==> src/rtl/stream_pattern_gen.sv <==
// stream_pattern_gen
//   Source side of the stream comparison path. Produces a per-link counter or
//   PRBS-31 pattern and drives it on two AXI-Stream masters with identical
//   data. Stream 1 can carry a one-shot single-bit error so the downstream
//   comparator's mismatch detection can be exercised. Word and injected-error
//   counts are exported for cross-checking against the comparator.
//
// Ports
//   clk, aresetn          stream clock, asynchronous active-low reset
//   start, stop           run control pulses (stop wins when both are high)
//   mode                  0 = counter pattern, 1 = PRBS-31 (sampled at start)
//   n_words               words per run, 0 = continuous (sampled at start)
//   inject_err, inject_lane  arm a single-bit error on a link of stream 1
//   M_AXIS_0_*            reference stream
//   M_AXIS_1_*            stream under test (carries the injected error)
//   busy, done            state == RUN / state == DONE
//   words_sent            words accepted on both streams this run (saturating)
//   errs_injected         completed words that carried an error (saturating)
module stream_pattern_gen #(
    parameter int          TDATA_WIDTH = 32,
    parameter logic [31:0] SEED        = 32'h0000_0001
) (
    input  logic                   clk,
    input  logic                   aresetn,
    input  logic                   start,
    input  logic                   stop,
    input  logic                   mode,
    input  logic [31:0]            n_words,
    input  logic                   inject_err,
    input  logic [3:0]             inject_lane,
    output logic [TDATA_WIDTH-1:0] M_AXIS_0_TDATA,
    output logic                   M_AXIS_0_TVALID,
    input  logic                   M_AXIS_0_TREADY,
    output logic                   M_AXIS_0_TLAST,
    output logic [TDATA_WIDTH-1:0] M_AXIS_1_TDATA,
    output logic                   M_AXIS_1_TVALID,
    input  logic                   M_AXIS_1_TREADY,
    output logic                   M_AXIS_1_TLAST,
    output logic                   busy,
    output logic                   done,
    output logic [31:0]            words_sent,
    output logic [31:0]            errs_injected
);

    localparam int NLINKS = TDATA_WIDTH / 32;

    typedef enum logic [1:0] {S_IDLE, S_RUN, S_DONE} state_t;

    state_t                       state_q, state_d;
    logic                         pending_q, pending_d;
    logic                         acc0_q, acc0_d, acc1_q, acc1_d;
    logic [TDATA_WIDTH-1:0]       data0_q, data1_q;
    logic                         last_q, last_d, err_q;
    logic                         bounded_q, mode_q, stopping_q, stopping_d;
    logic [31:0]                  rem_q, rem_d, cnt_q;
    logic [NLINKS-1:0][30:0]      prbs_q, prbs_nxt;
    logic [31:0]                  words_q, words_d, errs_q, errs_d;
    logic                         armed_q, armed_d;
    logic [3:0]                   lane_q, lane_d;

    logic                         start_go, hs0, hs1, comp, load;
    logic [31:0]                  src_cnt;
    logic [TDATA_WIDTH-1:0]       gen_word;

    // 32 serial steps of x^31+x^28+1; returns {word, advanced state}.
    function automatic logic [62:0] prbs_step32(input logic [30:0] s_in);
        logic [30:0] s;
        logic [31:0] w;
        logic        fb;
        s = s_in;
        w = '0;
        for (int j = 0; j < 32; j++) begin
            fb        = s[30] ^ s[27];
            s         = {s[29:0], fb};
            w[31 - j] = fb;
        end
        return {w, s};
    endfunction

    // Per-link seed; an all-zero state would lock the LFSR, so it becomes 1.
    function automatic logic [30:0] prbs_seed(input int link);
        logic [30:0] s;
        s = SEED[30:0] ^ 31'(link);
        if (s == '0) s = 31'd1;
        return s;
    endfunction

    function automatic logic [TDATA_WIDTH-1:0] lane_mask(input logic [3:0] lane);
        logic [TDATA_WIDTH-1:0] m;
        m = '0;
        for (int i = 0; i < NLINKS; i++)
            if (lane == 4'(i)) m[32*i] = 1'b1;
        return m;
    endfunction

    // Output process
    always_comb begin
        M_AXIS_0_TVALID = pending_q & ~acc0_q;
        M_AXIS_1_TVALID = pending_q & ~acc1_q;
        M_AXIS_0_TLAST  = last_q & M_AXIS_0_TVALID;
        M_AXIS_1_TLAST  = last_q & M_AXIS_1_TVALID;
        M_AXIS_0_TDATA  = data0_q;
        M_AXIS_1_TDATA  = data1_q;
        busy            = (state_q == S_RUN);
        done            = (state_q == S_DONE);
        words_sent      = words_q;
        errs_injected   = errs_q;
    end

    assign start_go = start && !stop && (state_q != S_RUN);
    assign hs0      = M_AXIS_0_TVALID && M_AXIS_0_TREADY;
    assign hs1      = M_AXIS_1_TVALID && M_AXIS_1_TREADY;
    // A word completes once each stream has taken it, in any order.
    assign comp     = pending_q && (acc0_q || hs0) && (acc1_q || hs1);
    assign load     = start_go ||
                      ((state_q == S_RUN) && comp && !last_q && !stopping_q && !stop);

    // Pattern source: on start the generator restarts from the seed in the
    // same cycle so the first word is valid immediately after start.
    always_comb begin
        logic [62:0] r;
        logic        use_prbs;
        src_cnt  = start_go ? SEED : cnt_q;
        use_prbs = start_go ? mode : mode_q;
        gen_word = '0;
        prbs_nxt = prbs_q;
        for (int i = 0; i < NLINKS; i++) begin
            r = prbs_step32(start_go ? prbs_seed(i) : prbs_q[i]);
            prbs_nxt[i] = r[30:0];
            gen_word[32*i +: 32] = use_prbs ? r[62:31] : src_cnt + 32'(i);
        end
    end

    // Next-state process
    always_comb begin
        state_d = state_q;
        case (state_q)
            S_IDLE: if (start_go) state_d = S_RUN;
            S_RUN: begin
                if (comp && last_q)
                    state_d = S_DONE;
                else if ((stopping_q || stop) && (comp || !pending_q))
                    state_d = S_IDLE;
            end
            S_DONE: begin
                if (stop)          state_d = S_IDLE;
                else if (start_go) state_d = S_RUN;
            end
            default: state_d = S_IDLE;
        endcase
    end

    always_comb begin
        pending_d  = load ? 1'b1 : (comp ? 1'b0 : pending_q);
        acc0_d     = (load || comp) ? 1'b0 : (acc0_q || hs0);
        acc1_d     = (load || comp) ? 1'b0 : (acc1_q || hs1);
        stopping_d = (state_q == S_RUN) && (stopping_q || stop);

        // rem_q counts words still to be loaded in a bounded run.
        if (start_go) begin
            last_d = (n_words == 32'd1);
            rem_d  = n_words - 32'd1;
        end else begin
            last_d = bounded_q && (rem_q == 32'd1);
            rem_d  = rem_q - 32'd1;
        end

        words_d = words_q;
        errs_d  = errs_q;
        if (start_go) begin
            words_d = '0;
            errs_d  = '0;
        end else if (comp) begin
            if (words_q != '1)          words_d = words_q + 32'd1;
            if (err_q && errs_q != '1)  errs_d  = errs_q + 32'd1;
        end

        // A fresh arm takes priority over the arm being consumed this cycle.
        armed_d = armed_q;
        lane_d  = lane_q;
        if (load && armed_q) armed_d = 1'b0;
        if (inject_err && (int'(inject_lane) < NLINKS)) begin
            armed_d = 1'b1;
            lane_d  = inject_lane;
        end
    end

    // State register
    always_ff @(posedge clk or negedge aresetn) begin
        if (!aresetn) state_q <= S_IDLE;
        else          state_q <= state_d;
    end

    always_ff @(posedge clk or negedge aresetn) begin
        if (!aresetn) begin
            pending_q  <= 1'b0;
            acc0_q     <= 1'b0;
            acc1_q     <= 1'b0;
            data0_q    <= '0;
            data1_q    <= '0;
            last_q     <= 1'b0;
            err_q      <= 1'b0;
            bounded_q  <= 1'b0;
            mode_q     <= 1'b0;
            stopping_q <= 1'b0;
            rem_q      <= '0;
            cnt_q      <= '0;
            prbs_q     <= '0;
            words_q    <= '0;
            errs_q     <= '0;
            armed_q    <= 1'b0;
            lane_q     <= '0;
        end else begin
            if (load) begin
                data0_q <= gen_word;
                data1_q <= gen_word ^ (armed_q ? lane_mask(lane_q) : '0);
                err_q   <= armed_q;
                last_q  <= last_d;
                rem_q   <= rem_d;
                cnt_q   <= src_cnt + 32'd1;
                prbs_q  <= prbs_nxt;
            end
            if (start_go) begin
                mode_q    <= mode;
                bounded_q <= (n_words != 32'd0);
            end
            pending_q  <= pending_d;
            acc0_q     <= acc0_d;
            acc1_q     <= acc1_d;
            stopping_q <= stopping_d;
            words_q    <= words_d;
            errs_q     <= errs_d;
            armed_q    <= armed_d;
            lane_q     <= lane_d;
        end
    end

endmodule

==> config.mk <==
export PLATFORM = sky130hd
export DESIGN_NAME = stream_pattern_gen
export DESIGN_NICKNAME = d
export VERILOG_FILES = /design/src/rtl/stream_pattern_gen.sv
export SDC_FILE = /design/constraint.sdc
export NUM_CORES = 1
export LEC_CHECK = 0
export BUFFER_PORTS_ARGS = -buffer_cell sky130_fd_sc_hd__buf_2
export CORE_AREA = 2 2 173 175
export CTS_BUF_LIST = sky130_fd_sc_hd__clkbuf_4
export CTS_CLUSTER_SIZE = 12
export DETAILED_ROUTE_END_ITERATION = 7
export DIE_AREA = 0 0 175 177
export PLACE_DENSITY = 0.72
export SLEW_MARGIN = 10
export SYNTH_ARGS = -nofsm -noshare
export SYNTH_HDL_FRONTEND = slang
export SYNTH_SLANG_ARGS = --single-unit
==> constraint.sdc <==
create_clock -name clk -period 2.95 [get_ports clk]
set_input_delay 0.4425 -clock clk [delete_from_list [all_inputs] [get_ports clk]]
set_output_delay 0.4425 -clock clk [all_outputs]
set_load 0.05 [all_outputs]
== After elaboration in Yosys (flattened, before gate mapping) ==
Cells that the tools add are included.
Word-level totals
  word-level logic and storage cells: 134
  output and inout bits: 134
  register bits after elaboration: 238
Cells by class
  reductions and logical operators: 37
  add/sub/neg operators: 5
  muxes and demuxes: 26
  bitwise logic cells: 39
  magnitude comparators: 1
  equality and inequality tests: 8
Operator list (count)
  $mux W32: 9
  $add A32 B1 Y32 const B: 3
  $eq A32 B1 Y1 const B: 2
  $ne A32 B32 Y1 const B: 2
  $sub A32 B1 Y32 const B: 2
  $reduce_bool A32 Y1: 1
  $xor A1 B1 Y1: 32
  $xor A32 B1 Y32: 1
  $mux W31: 1
  $logic_and A1 B1 Y1: 17
  $mux W1: 11
  $reduce_bool A2 Y1: 5
  $mux W2: 4
  $logic_or A1 B1 Y1: 6
  $pmux W2 S3: 1
  $and A1 B1 Y1: 4
  $logic_not A1 Y1: 4
  $logic_not A4 Y1: 1
  $lt A4 B1 Y1 const B: 1
  $reduce_and A2 Y1: 2
  $ne A3 B1 Y1 const B: 1
  $eq A2 B1 Y1 const B: 1
  $eq A2 B2 Y1 const B: 1
  $logic_not A2 Y1: 1
  2 further kinds: 3

== Logic depth before layout (Yosys ltp) ==
Gate-level depths: netlist (run 1).
  depth after elaboration: 14
  gate-level depth with buffers: 12
  mapped depth without buffers: 9

== Least setup slack after synthesis (run 1) ==
Ideal clock, no wire load.
  kind: reg-to-reg
  start: register state_q[1]
  end: register cnt_q[14]
  clock period less this slack: 3.020 ns
  path buffers: 3
  arrival: 2.942 ns
  slack: -0.070 ns
  cell stages (with the launch flop): 13
  cells stage by stage: dfrtp_1 nand2b_1 buf_2 nand2_1 clkbuf_1 buf_1 and2_1 ha_1 nand2_1 a2111oi_0 nand4_1 or3_1 a21oi_1
Between the ends
  word-level cells in the longest chain between the ends: 6
  elaborated cells on any way between the ends: 10
RTL lines
  from (decl): RTL line 49  | state_t state_q, state_d;
  from (signal assigned): RTL line 191  | else state_q <= state_d;
  parallel branches: the longest is 6 deep, another holds $add A32 B1 Y32
  to (signal assigned): RTL line 220  | cnt_q <= src_cnt + 32'd1;
  to (decl): RTL line 55  | logic [31:0] rem_q, rem_d, cnt_q;
Several ways; the timed one is not identified.
A chain may end at the register's enable or synchronous reset.

== Final worst setup path (run 1) ==
  start: register state_q[1]
  end: register rem_q[10]
Between the ends
  word-level cells in the longest chain between the ends: 6
  elaborated cells on any way between the ends: 9
RTL lines
  $eq A2 B1 Y1: RTL line 116  | ((state_q == S_RUN) && comp && !last_q && !stopping_q && !stop);
  $logic_and A1 B1 Y1 (4 in series): RTL line 116
  $logic_or A1 B1 Y1: RTL line 115  | assign load = start_go ||
  to (signal assigned): RTL line 219  | rem_q <= rem_d;
  to (decl): RTL line 55
Several ways; a longest one is shown, not always the timed one.

==> run_results.csv, run 1 <==
group,metric,value,unit
floorplan,core_area,29200,um^2
drt,wl_met1,14000,um
floorplan,io_pins,178,
drt,dr_wl_met2,14300,um
worst_setup_path,worstReg2RegStart,"state_q[1]",
yosys,synth_nets,1323,
yosys,synthesis.area,11500,um^2
finish,nets,1507,
worst_setup_path,crit_fanout,77,
global_routing,grt_max_degree,78,
yosys,ys_ff_latch,207,
floorplan,fp.dieW,175,um
pwr,total_leakage_power,5.81,nW
floorplan,die_area,31000,um^2
finish,drive_gt1_share,22.4,%
drt,num_vias,10626,
yosys,syn_avg_cell_area,9.04,um^2
global_routing,grt_pass1_vias,10335,
worst_setup_path,reg2regPathDepth,6,
yosys,synth-seq-area-share,45.1,%
pwr,p_total,8.99,mW
yosys,synth_ff_type,"dfrtp_1",
sta,period_share,90.6,%
clock_network,cts-root-buf,"clkbuf_4",
finish,multi_input_area,5760,um^2
finish,area_growth,17.7,%
clock_network,cts_tree,"done",
clock_network,cts_buffers,55,
global_routing,overflow,0,
sta,min_period,2.67,ns
clock_network,clockBufferDepth,3,
yosys,ys_async_sr_fraction,100,%
pwr,pwr_density_cell,665,nW/um^2
drt,drc,0,
yosys,synth.distinct_cells,63,
clock_network,cts_resized,0,
sta,grt_setup_unrepaired,"false",
placement,place_congestion,0.872,
clock_network,postCtsSetupBuffers,0,
clock_network,path_clk_slew,0.07,ns
sta,hold_viol,0,
worst_setup_path,crit_arrival,3.23,ns
clock_network,clock_latency,0.70,ns
worst_setup_path,critical_path.startpoint_type,"flip-flop",
global_routing,track_usage,20.3,%
flow_run,maxCapViolations,0,
sta,fin_skew,0.0528,ns
finish,seq_area,5180,um^2
placement,dp.final_hpwl,21700,um
floorplan,fp.dieH,177,um
placement,port_buffers,177,
drt,drt-total-wl,31400,um
sta,clock.fmax,0.374,GHz
drt,wl_per_cell,16.7,um
yosys,syn_inst,1271,
worst_setup_path,cp-startpoint,"state_q[1]",
worst_hold_path,hold_depth,3,
drt,drt_iter0_drc,832,
sta,relSlewSlack,43.5,%
worst_hold_path,hp-start,"M_AXIS_1_TREADY",
worst_setup_path,path_class,"flip-flop to flip-flop",
worst_setup_path,end_kind,"flip-flop",
placement,dp_slack,0.117,ns
global_routing,antenna_found_initial,3,
global_routing,grt_pass1_wl,52000,um
worst_setup_path,cp.required,3.50,ns
clock_network,clock-sinks,207,
drt,maxUsedRoutingLayer,"met5",
drt,vias_per_cell,5.64,
pwr,vdd_drop_max,0.000432,V
worst_hold_path,hold_path.class,"input pin to flip-flop",
sta,setup_ws,0.278,ns
sta,worstMarginPinSlew,0.838,ns
finish,nFillCells,2810,
outcome,status,"complete, no violations",
yosys,synth_edf_count,0,
sta,slew_viol_final,0,
yosys,ys_warn_count,0,
sta,setup_viol,0,
clock_network,hold_buffers,1,
clock_network,cts_max_level,2,
floorplan,std_cell_rows,63,
floorplan,initial_core_util,39.3,%
drt,drt-pass1-iter-count,6,
drt,antenna_left,0,
drt,dr_wl_met3,2190,um
-- power by group --
part           switching (mW)  leakage [nW]  internal [mW]  total (mW)
Sequential              0.496          2.78           3.26        3.76
Clock                    1.22         0.419           1.32        2.54
Combinational            1.83          2.61          0.859        2.69
-- registers in the layout, indices dropped and copies added (netlist names), 2 cells and up --
signal	cells
lane_q	4
rem_q	32
words_sent	32
prbs_q	31
cnt_q	32
M_AXIS_0_TDATA	32
state_q	2
errs_injected	32
-- metrics by stage --
| stage | instances | hold WS, ns | util, % | instance area (um^2) | setup TNS (ns) |
|---|---|---|---|---|---|
| final | 1885 | 0.0660 | 46.2 | 13500 | 0 |
| after global placement | 1787 | 0.467 | 43.8 | 12800 | 0 |
| after floorplan | 1271 | 0.147 | - | 11500 | -0.00483 |
| after detailed placement | 1787 | 0.478 | 43.8 | 12800 | 0 |
| after global routing | 1884 | 0.0487 | 46.2 | 13500 | 0 |
| after CTS | 1883 | 0.00887 | 46.2 | 13500 | 0 |
-- worst max-delay path: stages (launching register included) --
cell and delay [ns]:
dfrtp_1 0.40, or4b_4 0.57, or3_2 0.50, buf_12 0.22, or4_1 0.51, xor2_1 0.16
o21ai_0 0.18
-- cells by family (layout without fill, tap and decap cells) --
logic type | count (synthesis) | in the layout | share of synthesized area, %
other cells | 0 | 2 | 0
flops | 207 | 207 | 45.1
compound gates | 289 | 289 | 15.9
mux | 17 | 17 | 1.50
buf+inv | 124 | 346 | 5.10
simple gates | 524 | 524 | 23.8
xor+xnor | 102 | 102 | 7.78
fa+ha+maj | 8 | 8 | 0.871
-- worst paths after layout --
path                                     end  slack (ns)
setup / recovery                   rem_q[10]        0.28
hold / removal                        acc1_q        0.07
setup reg to reg                   rem_q[10]        0.28
hold reg to reg            M_AXIS_1_TDATA[0]        0.48
max in group asynchronous          cnt_q[30]        1.83
min in group asynchronous      words_sent[7]        0.35
-- cell usage in the layout, fill, tap and decap left out, types with 5 or more instances in the layout --
master,instances
or3_1,57
clkbuf_4,86
ha_1,8
nand4_1,42
inv_1,29
and3_1,7
a31oi_1,7
xor2_1,27
xnor2_1,75
a22o_1,20
nor2_1,99
mux2i_1,15
o21ai_0,81
nor4_1,34
nor3_1,30
o211ai_1,18
buf_4,39
dfrtp_1,207
o22ai_1,14
buf_2,176
and2_1,6
a21oi_1,79
nand2_1,107
a31o_2,5
nand4b_1,8
or4_1,23
nand2b_1,7
o31ai_1,12
a211oi_1,14
or2_2,5
nor2b_1,9
nand3_1,70
clkinv_1,7
-- cell usage after synthesis, types with 29 or more instances --
| master | count | area (um^2) |
|---|---|---|
| nor3_1 | 31 | 155 |
| nor4_1 | 34 | 213 |
| buf_4 | 31 | 233 |
| inv_1 | 29 | 109 |
| nand2_1 | 108 | 405 |
| nand4_1 | 42 | 263 |
| xnor2_1 | 75 | 657 |
| nand3_1 | 70 | 350 |
| a21oi_1 | 79 | 395 |
| clkbuf_1 | 52 | 195 |
| nor2_1 | 101 | 379 |
| or3_1 | 58 | 363 |
| o21ai_0 | 81 | 405 |
| dfrtp_1 | 207 | 5180 |
-- final cells by class --
type	count	share of cell area (%)
Inverter	30	0.833
Sequential cell	207	38.3
Antenna cell	2	0.0370
Timing Repair Buffer	221	9.45
Clock buffer	86	4.78
Tap cell	390	3.61
Clock inverter	9	0.380
Multi-Input combinational cell	940	42.6
-- layer usage --
metal | vias up | track usage (%)
met4 | 4 | 7.01
met5 | - | 0
met2 | 388 | 32.8
met3 | 68 | 3.65
li1 | 5042 | -
met1 | 5124 | 27.3
Power figures use the tool's default switching activity.
==> run 2: changes to the inputs <==
ABC_AREA = 1   (was unset)
CORE_AREA = 2 2 186 188   (was 2 2 173 175)
DIE_AREA = 0 0 188 190   (was 0 0 175 177)
==> run_results.csv, run 2 <==
group,metric,value,unit
outcome,status,"complete, no violations",
worst_setup_path,r2r_slack,0.55,ns
yosys,synthAdderAreaFrac,0.748,%
yosys,syn_avg_cell_area,6.98,um^2
worst_hold_path,hp-start,"mode",
yosys,synth_top_area_cell,"dfrtp_1",
yosys,syn_inst,1917,
yosys,ys_warn_count,0,
floorplan,initial_core_util,39.4,%
worst_setup_path,path_cells,"a21oi_1 > nor2_2 > nand2_1 > inv_1 > buf_4 > nand3_1 > o221ai_1",
finish,nFillCells,3501,
worst_setup_path,rr_endpoint,"M_AXIS_0_TDATA[20]",
drt,drt_iter0_drc,1112,
global_routing,overflow,0,
yosys,synth_top_family_by_area,"simple AND/OR/NAND/NOR gates",
pwr,pwr_density_cell,650,nW/um^2
floorplan,fp.dieW,188,um
worst_setup_path,crit_arrival,2.96,ns
clock_network,clock_latency,0.69,ns
yosys,synth_edf_count,0,
global_routing,gr-usage-met2,36.4,%
yosys,netlist.area_leader.share,38.7,%
finish,layout_common_cells,"nand2_1 (577), nor2_1 (255), dfrtp_1 (207)",
pwr,p_total,9.87,mW
floorplan,std_cell_rows,68,
pwr,vdd_drop_max,0.000548,V
pwr,total_leakage_power,7.50,nW
drt,drt-total-wl,40000,um
yosys,synth_xor_area_share,5.04,%
yosys,synthesis.area,13400,um^2
clock_network,hold_buffers,1,
floorplan,die_area,35700,um^2
yosys,ys_async_sr_fraction,100,%
yosys,synth_nets,1969,
sta,relSlewSlack,52.8,%
global_routing,busiest_layer,"met2",
worst_setup_path,slowest_delay,0.41,ns
yosys,synthMuxAreaShare,0,%
yosys,ys_top_cells_by_count,"nand2_1 (578), nor2_1 (255), dfrtp_1 (207)",
worst_setup_path,cp-startpoint,"pending_q",
worst_setup_path,reg2regPathDepth,7,
yosys,synth.distinct_cells,43,
worst_setup_path,cpLargestDelayFamily,"buffers and inverters",
clock_network,clockBufferDepth,3,
worst_setup_path,worst-path-buf-inv,2,
clock_network,path_clk_slew,0.06,ns
clock_network,cts_max_level,2,
finish,area_growth,13.5,%
global_routing,grt_pass1_wl,65700,um
drt,num_vias,13516,
placement,place_congestion,0.985,
clock_network,cts_buffers,57,
clock_network,postCtsSetupBuffers,0,
global_routing,grtUsageMet3,3.76,%
worst_hold_path,hold_path.class,"input pin to flip-flop",
worst_hold_path,hold_depth,3,
sta,fin_skew,0.0327,ns
yosys,yosys.area_share.simple,36.8,%
worst_setup_path,path_class,"flip-flop to flip-flop",
sta,period_share,81.3,%
yosys,ys_ff_latch,207,
sta,hold_slack,0.0477,ns
yosys,synth_compound_area_share,8.82,%
sta,grt_setup_unrepaired,"false",
placement,dp.final_hpwl,29600,um
clock_network,cts_tree,"done",
floorplan,fp.dieH,190,um
yosys,synth_area_leaders,"dfrtp_1 (39%), nand2_1 (16%), nor2_1 (7.2%), nand3_1 (6.4%), inv_1 (5.0%)",
worst_setup_path,worstReg2RegStart,"pending_q",
drt,vias_per_cell,5.22,
placement,dp_slack,0.494,ns
global_routing,globalRouteMet1Util,30.3,%
finish,drive_gt1_share,15.8,%
worst_setup_path,crit_cells,7,
drt,antenna_left,0,
yosys,yosysMostFrequentCell,"nand2_1",
sta,clock.fmax,0.417,GHz
sta,fin_setup_tns,0,ns
worst_setup_path,critPathSlowestCell,"inv_1",
global_routing,track_usage,22.4,%
finish,final_common_cell,"nand2_1",
floorplan,core_area,33900,um^2
yosys,synth-seq-area-share,38.7,%
sta,setup_ws,0.552,ns
global_routing,grt_max_degree,73,
sta,hold_viol,0,
worst_setup_path,end_kind,"flip-flop",
global_routing,grt_pass1_vias,12993,
sta,min_period,2.40,ns
sta,setup_viol,0,
sta,slew_viol_final,0,
global_routing,antenna_found_initial,1,
worst_setup_path,crit_fanout,22,
clock_network,cts_resized,0,
floorplan,io_pins,178,
clock_network,cts-root-buf,"clkbuf_4",
clock_network,clock-sinks,207,
placement,port_buffers,177,
drt,wl_per_cell,15.4,um
drt,drt-pass1-iter-count,5,
flow_run,maxCapViolations,0,
finish,fin_util,44.7,%
yosys,synth_ff_type,"dfrtp_1",
finish,nets,2141,
worst_hold_path,worstHoldEndpoint,"mode_q",
worst_setup_path,critical_path.startpoint_type,"flip-flop",
drt,drc,0,
worst_setup_path,cp.required,3.51,ns
sta,worstMarginPinSlew,0.707,ns
## run 2: cell type report
type                    count  area, um^2  share of cell area (%)
well taps                 455         569                    3.75
clock buffers              82         616                    4.05
diodes                      2        5.00                  0.0330
clock inverters            22        83.8                   0.552
flip-flops and latches    207        5180                    34.1
repair buffers            203        1140                    7.53
inverters                 189         712                    4.69
multi-input cells        1431        6880                    45.3
## run 2: cells by family (layout without fill, tap and decap cells)
logic type | Yosys count | in the layout
AOI/OAI and AO/OA | 198 | 198
other | 0 | 2
and+or+nand+nor | 1148 | 1148
DFF | 207 | 207
adders and majority gates | 8 | 8
xor gates and xnor gates | 77 | 77
buffers and inverters | 279 | 496
## run 2: worst max path at each step
stage / endpoint / slack, ns
2_1_floorplan: cnt_q[22] / 0.43
3_3_place_gp: M_AXIS_0_TDATA[1] / 0.60
3_5_place_dp: M_AXIS_0_TDATA[20] / 0.49
4_1_cts: M_AXIS_0_TDATA[20] / 0.57
5_1_grt: M_AXIS_0_TDATA[20] / 0.37
6_report: M_AXIS_0_TDATA[20] / 0.55
## run 2: metal layers
metal / vias up / share of wire [%] / wire, um
met4: 0 / 2.6 / 1040
li1: 6568 / - / -
met3: 72 / 7.3 / 2920
met1: 6329 / 44 / 17700
met5: - / 0 / 0
met2: 547 / 46 / 18300
## run 2: worst reg2reg max path: cells and delay by family (launching register included)
kind                   cells  cell delay, ns
DFF                        1            0.39
and+or+nand+nor            3            0.70
AOI/OAI and AO/OA          2            0.36
buffers and inverters      2            0.83
## run 2: power breakdown
part           switching [mW]  internal (mW)
combinational            2.62          0.951
clock                    1.26           1.27
sequential              0.486           3.29
total                    4.36           5.51
## run 2: stage by stage
stage,std cells,cell area [um^2]
floorplan,1917,13400
global placement,2484,14500
detailed placement,2484,14500
CTS,2589,15200
global route,2591,15200
finish,2591,15200
